**config.mk**
```make
export PLATFORM = sky130hd
export DESIGN_NAME = int_ctrl
export DESIGN_NICKNAME = d
export VERILOG_FILES = /design/src/rtl/int_ctrl.sv
export SDC_FILE = /design/constraint.sdc
export NUM_CORES = 1
export LEC_CHECK = 0
export BUFFER_PORTS_ARGS = -buffer_cell sky130_fd_sc_hd__buf_4
export CAP_MARGIN = 40
export CORE_AREA = 10 10 69 71
export CTS_CLUSTER_DIAMETER = 50
export CTS_CLUSTER_SIZE = 30
export DETAILED_ROUTE_END_ITERATION = 8
export DIE_AREA = 0 0 79 81
export PLACE_DENSITY_LB_ADDON = 0.08
export SYNTH_ARGS = -nofsm -noshare
export SYNTH_HDL_FRONTEND = slang
export SYNTH_SLANG_ARGS = --single-unit
```
**constraint.sdc**
```tcl
create_clock -name clk -period 1.6 [get_ports clk]
set_clock_uncertainty 0.15 [all_clocks]
set_input_delay 0 -clock clk [delete_from_list [all_inputs] [get_ports clk]]
set_output_delay 0 -clock clk [all_outputs]
set_load 0.05 [all_outputs]
```
**src/rtl/int_ctrl.sv**
```systemverilog
// rtl/int_ctrl.sv - four-source priority interrupt controller with mask/pend/status registers
module int_ctrl #(
  parameter int            NSRC      = 4,
  parameter logic [3:0]    MASK_INIT = 4'h0
) (
  input  logic        clk,
  input  logic        rst,
  input  logic [3:0]  irq_in,
  input  logic        reg_we,
  input  logic [1:0]  reg_addr,
  input  logic [31:0] reg_wdata,
  output logic [31:0] reg_rdata,
  input  logic        int_ack,
  input  logic        eret,
  output logic        interrupter,
  output logic [1:0]  irq_id
);

  typedef enum logic [1:0] {
    S_IDLE    = 2'd0,
    S_REQ     = 2'd1,
    S_SERVICE = 2'd2
  } state_t;

  state_t           r_state;
  logic [NSRC-1:0]  r_sync1;
  logic [NSRC-1:0]  r_sync2;
  logic [NSRC-1:0]  r_sync2_d;
  logic [NSRC-1:0]  r_pend;
  logic [NSRC-1:0]  r_mask;
  logic             r_interrupter;
  logic [1:0]       r_irq_id;

  logic [NSRC-1:0]  w_edge;
  logic [NSRC-1:0]  w_pm;
  logic [NSRC-1:0]  w_ack_clr;
  logic [NSRC-1:0]  w_w1c_clr;
  logic [1:0]       w_lowest;
  logic             w_in_service;
  logic             w_pending_any;

  // Two-flop synchronizer plus a delayed copy for rising-edge detection
  always_ff @(posedge clk) begin
    if (!rst) begin
      r_sync1   <= '0;
      r_sync2   <= '0;
      r_sync2_d <= '0;
    end else begin
      r_sync1   <= irq_in;
      r_sync2   <= r_sync1;
      r_sync2_d <= r_sync2;
    end
  end

  assign w_edge    = r_sync2 & ~r_sync2_d;
  assign w_pm      = r_pend & r_mask;
  assign w_ack_clr = ((r_state == S_REQ) && int_ack) ? (4'b0001 << r_irq_id) : '0;
  assign w_w1c_clr = (reg_we && (reg_addr == 2'd1)) ? reg_wdata[NSRC-1:0] : '0;

  // Lowest set index of the unmasked pending bits; bit 0 has top priority
  always_comb begin
    w_lowest = 2'd0;
    for (int i = NSRC - 1; i >= 0; i--) begin
      if (w_pm[i]) w_lowest = 2'(i);
    end
  end

  // Mask register: plain load on writes to address 0
  always_ff @(posedge clk) begin
    if (!rst) begin
      r_mask <= MASK_INIT;
    end else if (reg_we && (reg_addr == 2'd0)) begin
      r_mask <= reg_wdata[NSRC-1:0];
    end
  end

  // Pending bits: a new edge wins over a same-cycle ack or write-1-to-clear
  always_ff @(posedge clk) begin
    if (!rst) begin
      r_pend <= '0;
    end else begin
      r_pend <= (r_pend & ~(w_ack_clr | w_w1c_clr)) | w_edge;
    end
  end

  // Request/service FSM with registered interrupter and latched source index
  always_ff @(posedge clk) begin
    if (!rst) begin
      r_state       <= S_IDLE;
      r_interrupter <= 1'b0;
      r_irq_id      <= 2'd0;
    end else begin
      case (r_state)
        S_IDLE: begin
          if (|w_pm) begin
            r_state       <= S_REQ;
            r_interrupter <= 1'b1;
            r_irq_id      <= w_lowest;
          end
        end
        S_REQ: begin
          if (int_ack) begin
            r_state       <= S_SERVICE;
            r_interrupter <= 1'b0;
          end else if (!w_pm[r_irq_id]) begin
            r_state       <= S_IDLE;
            r_interrupter <= 1'b0;
          end
        end
        S_SERVICE: begin
          if (eret) begin
            r_state <= S_IDLE;
          end
        end
        default: begin
          r_state       <= S_IDLE;
          r_interrupter <= 1'b0;
        end
      endcase
    end
  end

  assign w_in_service  = (r_state == S_SERVICE);
  assign w_pending_any = |r_pend;

  // Register read mux; unused address and upper bits read as zero
  always_comb begin
    reg_rdata = 32'd0;
    case (reg_addr)
      2'd0:    reg_rdata = {28'd0, r_mask};
      2'd1:    reg_rdata = {28'd0, r_pend};
      2'd2:    reg_rdata = {28'd0, w_in_service, w_pending_any, r_irq_id};
      default: reg_rdata = 32'd0;
    endcase
  end

  assign interrupter = r_interrupter;
  assign irq_id      = r_irq_id;

endmodule

```
==> After elaboration in Yosys (flattened, before gate mapping) <==
Index checks and enable logic that the tools add are counted.
{ "op_classes": {"order_cmp": 1, "eq_ne": 7, "shifts": 1, "n_mux": 18, "bitwise": 8, "reduce_logical": 10} }
{ "ops": {"columns": ["cell", "count"], "rows": [
  ["two-way mux 2 bit", 8],
  ["bitwise AND 4 bit", 3],
  ["case mux 4 bit (3 select lines)", 1],
  ["two-way mux 4 bit", 2],
  ["inverter 4 bit", 2],
  ["bitwise OR 4 bit", 2],
  ["OR reduction 4 bit", 2],
  ["case mux 2 bit (3 select lines)", 1],
  ["AND reduction 3 bit", 2],
  ["== test 2 x 1 -> 1 bit (second input constant)", 2],
  ["== test 2 bit (second input constant)", 2],
  ["logical NOT 2 bit", 2],
  ["two-way mux 1 bit", 4],
  ["inequality test 2 bit (second input constant)", 2],
  ["<< shifter 1 x 2 -> 4 bit (first input constant)", 1],
  ["logical AND 1 bit", 3],
  ["less-than comparator 2 x 3 -> 1 bit (second input constant)", 1],
  ["inequality test 3 bit (second input constant)", 1],
  ["case mux 1 bit (3 select lines)", 1],
  ["binary-select mux 1 bit (select 2 bit)", 1],
  ["AND reduction 2 bit", 1],
  ["inverter 1 bit", 1]
]} }
{ "word_totals": {"regBits": 25, "input_bits": 43, "output_inout_bits": 35, "wordCells": 53} }

==> Logic depth before layout (Yosys ltp) <==
Gate-level depths: netlist of the first run.
{ "depth": {"word_depth": 7, "ltp_mapped": 5, "depth_no_buf": 4} }

==> Worst setup path before layout of the first run <==
Ideal clock, no wire load.
{ "synth_path": {"path_type": "register to output", "startpoint": "register r_irq_id[0] (netlist: irq_id[0])", "endpoint": "output reg_rdata[0]", "arrival_ns": 1.982, "required_ns": 1.450, "slack_ns": -0.532, "stages_incl_launch_ff": 3, "n_path_buf": 0, "cell_sequence": "dfxtp_1 mux2i_1 o21ai_0"} }
{ "synth_via": {"elab_chain_len": 1} }
{ "synth_rtl": {"columns": ["element", "line", "text"], "rows": [
  ["start, declared", "32", "logic [1:0] r_irq_id;"],
  ["start signal, assigned", "98", "r_irq_id <= w_lowest;"],
  ["case mux 4 bit (3 select lines)", "129", "case (reg_addr)"],
  ["end, declared", "12", "output logic [31:0] reg_rdata,"]
]} }
Every way passes these cells.

==> Final worst setup path of the first run <==
{ "layout_path": {"startpoint": "register r_pend[3]", "endpoint": "register r_interrupter (netlist: interrupter)"} }
{ "layout_via": {"elab_chain_len": 5, "word_cells_on_any_way": 7, "classes_between": "eq/ne: 2; mux: 2; bitwise: 1; reduce/logical: 2"} }
{ "layout_rtl": {"columns": ["element", "line", "text"], "rows": [
  ["start, declared", "29", "logic [NSRC-1:0] r_pend;"],
  ["start signal, assigned", "82", "r_pend <= (r_pend & ~(w_ack_clr | w_w1c_clr)) | w_edge;"],
  ["bitwise AND 4 bit (*)", "56", "assign w_pm = r_pend & r_mask;"],
  ["binary-select mux 1 bit (select 2 bit)", "105", "end else if (!w_pm[r_irq_id]) begin"],
  ["two-way mux 1 bit (implied by the code)", "105", null],
  ["inequality test 3 bit (no line)", null, null],
  ["AND reduction 3 bit (no line) (*)", null, null],
  ["end signal, assigned", "104", "r_interrupter <= 1'b0;"],
  ["end signal, assigned", "107", "r_interrupter <= 1'b0;"],
  ["end signal, assigned", "117", "r_interrupter <= 1'b0;"],
  ["end, declared", "31", "logic r_interrupter;"]
]} }
Every way passes the cells marked *; elsewhere a longest branch is shown, timed or not. The select of a mux whose other input is x is not followed.
A chain may end at the register's enable or synchronous reset.

==> out/results.ini, run 1 <==
[pwr]
vdd_drop_max_mv = 0.371
clock_power_share_pct = 22.1
p_per_area_mw_per_mm2 = 750
swShare_pct = 33.4
comb_power_share_pct = 26.2
cellInternalPower_uw = 843
leakagePower_uw = 0.000751
p_sw_uw = 422
seqPwrFrac_pct = 51.7

[finish]
postLayoutCellArea_sq_mm = 0.00169
finalNonFillerCells = 242
n_antenna_cell = 0
nets = 238
drive_gt1_share_pct = 28.4
syn_to_final_growth_pct = 36.4

[timing]
setup_viol = 0
fin_crit_sh_pct = 96.8
hold_viol = 0
max_freq_mhz = 646
fin_crit_ps = 1550
setup_slack_ps = 51.3
rsz0062_at_grt = yes
finalMaxSlewViolations = 0
setup_tns_ps = 0

[grt]
first_global_vias = 1104
grt_pass1_wl_um = 4980
antenna_found_initial = 0
grt_max_degree = 22
gr-total-overflow = 0
track_usage_pct = 9.35

[synth]
ys_top_cells_by_count = buf_4 (28), dfxtp_1 (25), nand2_1 (12)
syn_area_per_cell_sq_um = 8.84
synthAdderAreaFrac_pct = 0
yosysSeqAreaShare_pct = 40.4
yosysWarnings = 0
synth-edff-count = 0
synth_top_family_by_area = simple AND/OR/NAND/NOR gates
syn_inst = 140
synth_compound_area_share_pct = 10.8
muxShareOfSynthArea_pct = 7.48
async_reset_ff_share_pct = 0
yosysMostFrequentCell = buf_4
synth_top_cell_by_area = dfxtp_1
synth_simple_gate_area_share_pct = 20.9
netlist.area_leader.share_pct = 40.4
syn_area_sq_mm = 0.00124
ys_ff_latch = 25
synthFlopType = dfxtp_1
synth_cell_types = 34
synth_xor_area_share_pct = 0
ys_top_cells_by_area = dfxtp_1 (40%), buf_4 (17%), mux2i_1 (5.7%)

[floorplan]
ios = 78
rows = 22
die_h_um = 81
die_width_um = 79
coreArea_sq_mm = 0.00352
initial_utilization_pct = 35.1
die_area_sq_mm = 0.00640

[critical_path]
required_ps = 1710
cpPeakStageDelay_ps = 460
critical_path_class = reg2reg
crit_arrival_ps = 1660
startpoint_type = register
crit_path_cell_trace = nand2_2 -> mux4_2 -> or3_4 -> a21oi_2
slowest_stage = mux4_2
end_kind = register
path_max_fanout = 3

[clock_tree]
cts_root_buf = clkbuf_4
h-tree-depth = 1
worstSkewPairLatency_ps = 310
clk_transition_reported_paths_ps = 140
cts_max_path_buffers = 2
cts_tree = built
cts.sinks = 25
cts_made_buffers = 3

[job]
max_cap_violations = 0

[drt]
vias = 1051
vias_per_cell = 4.34
drt_pre_antenna_iters = 4
ant_nets = 0
wl_um = 3050
routedWlPerCell_um = 12.6
drtIter0Drc = 66
drcViolationCount = 0

[placed_design]
numPortBuffers = 21
hpwl_um = 2270
dp_cells = 215
dpl_worst_slack_ps = 10.2
placed_area_sq_mm = 0.00142
place_congestion = 0.771

[min_path]
hp-class = in2reg

[run_status]
status = complete, no violations

## cells in the final DEF (no fill, tap or decap), types with 2 or more instances in the layout
master,n
nand2_2,2
buf_4,34
nor2_1,6
nand2_1,11
o21ai_0,4
nor3_1,3
nand4_1,2
clkbuf_4,3
inv_1,5
dfxtp_2,7
conb_1,28
and2_1,8
o22ai_1,2
mux2i_1,7
dfxtp_1,17
o21ai_1,3
nand2b_1,3
nand3_1,7
dlygate4sd3_1,20
## timing repair
| action | CTS | global route |
|---|---|---|
| gates resized for setup | 3 | 8 |
| setup buffers | 0 | 3 |
| hold buffers | 20 | 0 |
| setup endpoints to repair | 2 | 4 |
| pin swaps | 0 | 4 |
| endpoints found under the hold margin | 24 | 0 |
## flip-flops by register name (all words and copies together), names as in the netlist
| signal | count |
|---|---|
| interrupter | 1 |
| irq_id | 2 |
| r_mask | 4 |
| r_pend | 4 |
| r_state | 2 |
| r_sync1 | 4 |
| r_sync2 | 4 |
| r_sync2_d | 4 |
## worst max-delay path, delay by kind of cell, from the launching register on
family / cells / cell delay, ps
compound gates: 1 / 120
mux: 1 / 460
flops: 1 / 360
simple gates: 2 / 410
## area by class of cell
class / instances / area, sq um
Inverter: 6 / 22.5
Timing Repair Buffer: 55 / 467
Sequential cell: 25 / 513
Clock buffer: 4 / 26.3
Tap cell: 48 / 60.1
Fill cell: 352 / 1840
Multi-Input combinational cell: 104 / 599
## logic make-up after synthesis
logic type | Yosys count
and+or+nand+nor | 48
muxes | 8
AOI/OAI and AO/OA | 20
DFF | 25
other | 1
buffers and inverters | 38
## path summary, 6_finish.rpt
kind	slack [ps]	startpoint	to	cells past startpoint
max	50	r_pend[3]	interrupter	4
min	100	reg_addr[1]	r_pend[2]	5
max reg2reg	50	r_pend[3]	interrupter	4
min reg2reg	270	r_sync2_d[2]	r_pend[2]	1
## layer usage
layer  vias to the layer above  GRT usage (%)  routed length, um
met5                         -              0                  0
met4                         0           3.76                 15
met3                         2           3.31                243
met2                        35           16.4               1490
met1                       489           10.1               1310
li1                        525              -                  -
## power groups by stage
stage | sequential (uW) | combinational (uW) | clock, uW
final | 655 | 332 | 279
after CTS | 653 | 323 | 295
after detailed placement | 666 | 285 | 0
after global placement | 666 | 283 | 0
after floorplan | 673 | 266 | 0
after global routing | 658 | 354 | 324
## stage by stage
step | hold slack (ps) | utilization [%] | power [uW]
after floorplan | -22.7 | - | 938
after global placement | 60.7 | 40.3 | 949
after detailed placement | 61.5 | 40.3 | 951
after CTS | 84.5 | 46.8 | 1270
after global routing | 131 | 47.9 | 1340
final | 98.1 | 47.9 | 1270
No activity file was read; power rests on OpenSTA's default activity.
==> inputs of run 2 (changes only) <==
--- a/config.mk
+++ b/config.mk
@@ -8,9 +8,9 @@
 export BUFFER_PORTS_ARGS = -buffer_cell sky130_fd_sc_hd__buf_4
 export CAP_MARGIN = 40
-export CORE_AREA = 10 10 69 71
+export CORE_AREA = 5 5 64 66
 export CTS_CLUSTER_DIAMETER = 50
 export CTS_CLUSTER_SIZE = 30
 export DETAILED_ROUTE_END_ITERATION = 8
-export DIE_AREA = 0 0 79 81
+export DIE_AREA = 0 0 69 71
 export PLACE_DENSITY_LB_ADDON = 0.08
 export SYNTH_ARGS = -nofsm -noshare
--- a/constraint.sdc
+++ b/constraint.sdc
@@ -3,3 +3,3 @@
 set_input_delay 0 -clock clk [delete_from_list [all_inputs] [get_ports clk]]
 set_output_delay 0 -clock clk [all_outputs]
-set_load 0.05 [all_outputs]
+set_load 0.005 [all_outputs]
==> out/results.ini, run 2 (synthesized netlist as in run 1, its figures left out) <==
[job]
max_cap_violations = 0

[timing]
fin_crit_ps = 1540
fin_crit_sh_pct = 96.2
setup_viol = 0
rsz0062_at_grt = yes
max_freq_mhz = 650
finalMaxSlewViolations = 0
setup_slack_ps = 60.8
hold_viol = 0

[critical_path]
slowest_stage = mux4_2
startpoint_type = register
path_buf_inv = 0
crit_path_cell_trace = nand2_2 -> mux4_2 -> or3_4 -> o21ai_2
reg2regPathDepth = 4
cpPeakStageDelay_ps = 460
required_ps = 1710
worst-path-stages = 4
crit_family = multiplexers
crit_arrival_ps = 1650
critical_path_class = reg2reg
path_max_fanout = 3
end_kind = register

[clock_tree]
worstSkewPairLatency_ps = 310
h-tree-depth = 1
cts.sinks = 25
cts_root_buf = clkbuf_4
cts_made_buffers = 3
clk_transition_reported_paths_ps = 130
cts_max_path_buffers = 2
cts_tree = built

[finish]
nets = 236
nFillCells = 365
drive_gt1_share_pct = 27.1
n_antenna_cell = 0
postLayoutCellArea_sq_mm = 0.00166
finalNonFillerCells = 240
ff_latch_area_sq_um = 510
multi_input_area_sq_um = 593
layout_commonest_cell = buf_4
final_cell_mix = buf_4 (33), conb_1 (28), dlygate4sd3_1 (20)
syn_to_final_growth_pct = 34.3

[floorplan]
rows = 22
die_h_um = 71
die_area_sq_mm = 0.00490
die_width_um = 69
initial_utilization_pct = 35.1
coreArea_sq_mm = 0.00352
ios = 78

[placed_design]
dpl_worst_slack_ps = 25.5
hpwl_um = 1990
dp_cells = 216
numPortBuffers = 21
placed_area_sq_mm = 0.00142
place_congestion = 0.789

[grt]
track_usage_pct = 10.9
grt_max_degree = 22
grt_pass1_wl_um = 4370
antenna_found_initial = 0
first_global_vias = 962
gr-total-overflow = 0

[run_status]
status = complete, no violations

[drt]
vias = 1011
drt_pre_antenna_iters = 4
drtIter0Drc = 25
routedWlPerCell_um = 11.4
drcViolationCount = 0
wl_um = 2750
ant_nets = 0
vias_per_cell = 4.21

[pwr]
leakagePower_uw = 0.000742
vdd_drop_max_mv = 0.376
p_per_area_mw_per_mm2 = 666

[min_path]
hp-class = in2reg
hold_depth = 5

run 2: changes by cell type in the layout (fill, tap and decap cells not counted), sizes merged:
| cell | before | now |
|---|---|---|
| buf | 35 | 33 |
| clkbuf | 4 | 3 |
| clkinv | 0 | 1 |
run 2: worst reg2reg max path, stage by stage (launching register included):
cell     delay (ps)
dfxtp_2         360
nand2_2          60
mux4_2          460
or3_4           350
o21ai_2         110
run 2: through the flow:
stage	hold WS, ps	util, %	power, uW	setup TNS, ps
detailed placement	62.4	40.4	803	0
floorplan	-22.7	-	787	0
global route	142	47.2	1180	-7.81
CTS	65.4	46.9	1130	0
finish	84.1	47.2	1110	0
global placement	60.3	40.4	801	0
run 2: final timing paths:
| check | start | to | slack, ps |
|---|---|---|---|
| max | r_pend[3] | r_state[0] | 60 |
| min | reg_addr[1] | r_pend[2] | 80 |
| max reg2reg | r_pend[3] | r_state[0] | 60 |
| min reg2reg | r_sync2_d[1] | r_pend[1] | 270 |
run 2: timing repair:
item / in CTS / in global routing
pin swaps: 0 / 2
gates resized for setup: 2 / 7
setup endpoints to repair: 2 / 2
setup buffers: 0 / 0
hold buffers: 20 / 0
endpoints found under the hold margin: 24 / 0
run 2: per-layer routing:
| metal | global-route usage [%] | wire (um) |
|---|---|---|
| met5 | 0 | 0 |
| met1 | 12.8 | 1180 |
| met4 | 3.90 | 20 |
| met3 | 2.70 | 181 |
| met2 | 19.3 | 1370 |
run 2: power by group:
part	internal, uW	switching (uW)	total (uW)
Combinational	97.3	79.1	176
Clock	93.4	181	274
Sequential	647	9.27	656
Total	837	269	1110
run 2: cell type report:
cell class | count | share of cell area, %
clock buffer | 3 | 1.36
tap | 48 | 3.61
inverter | 6 | 1.36
multi-input combinational | 104 | 35.7
timing repair buffer | 53 | 27.0
sequential | 25 | 30.7
clock inverter | 1 | 0.301
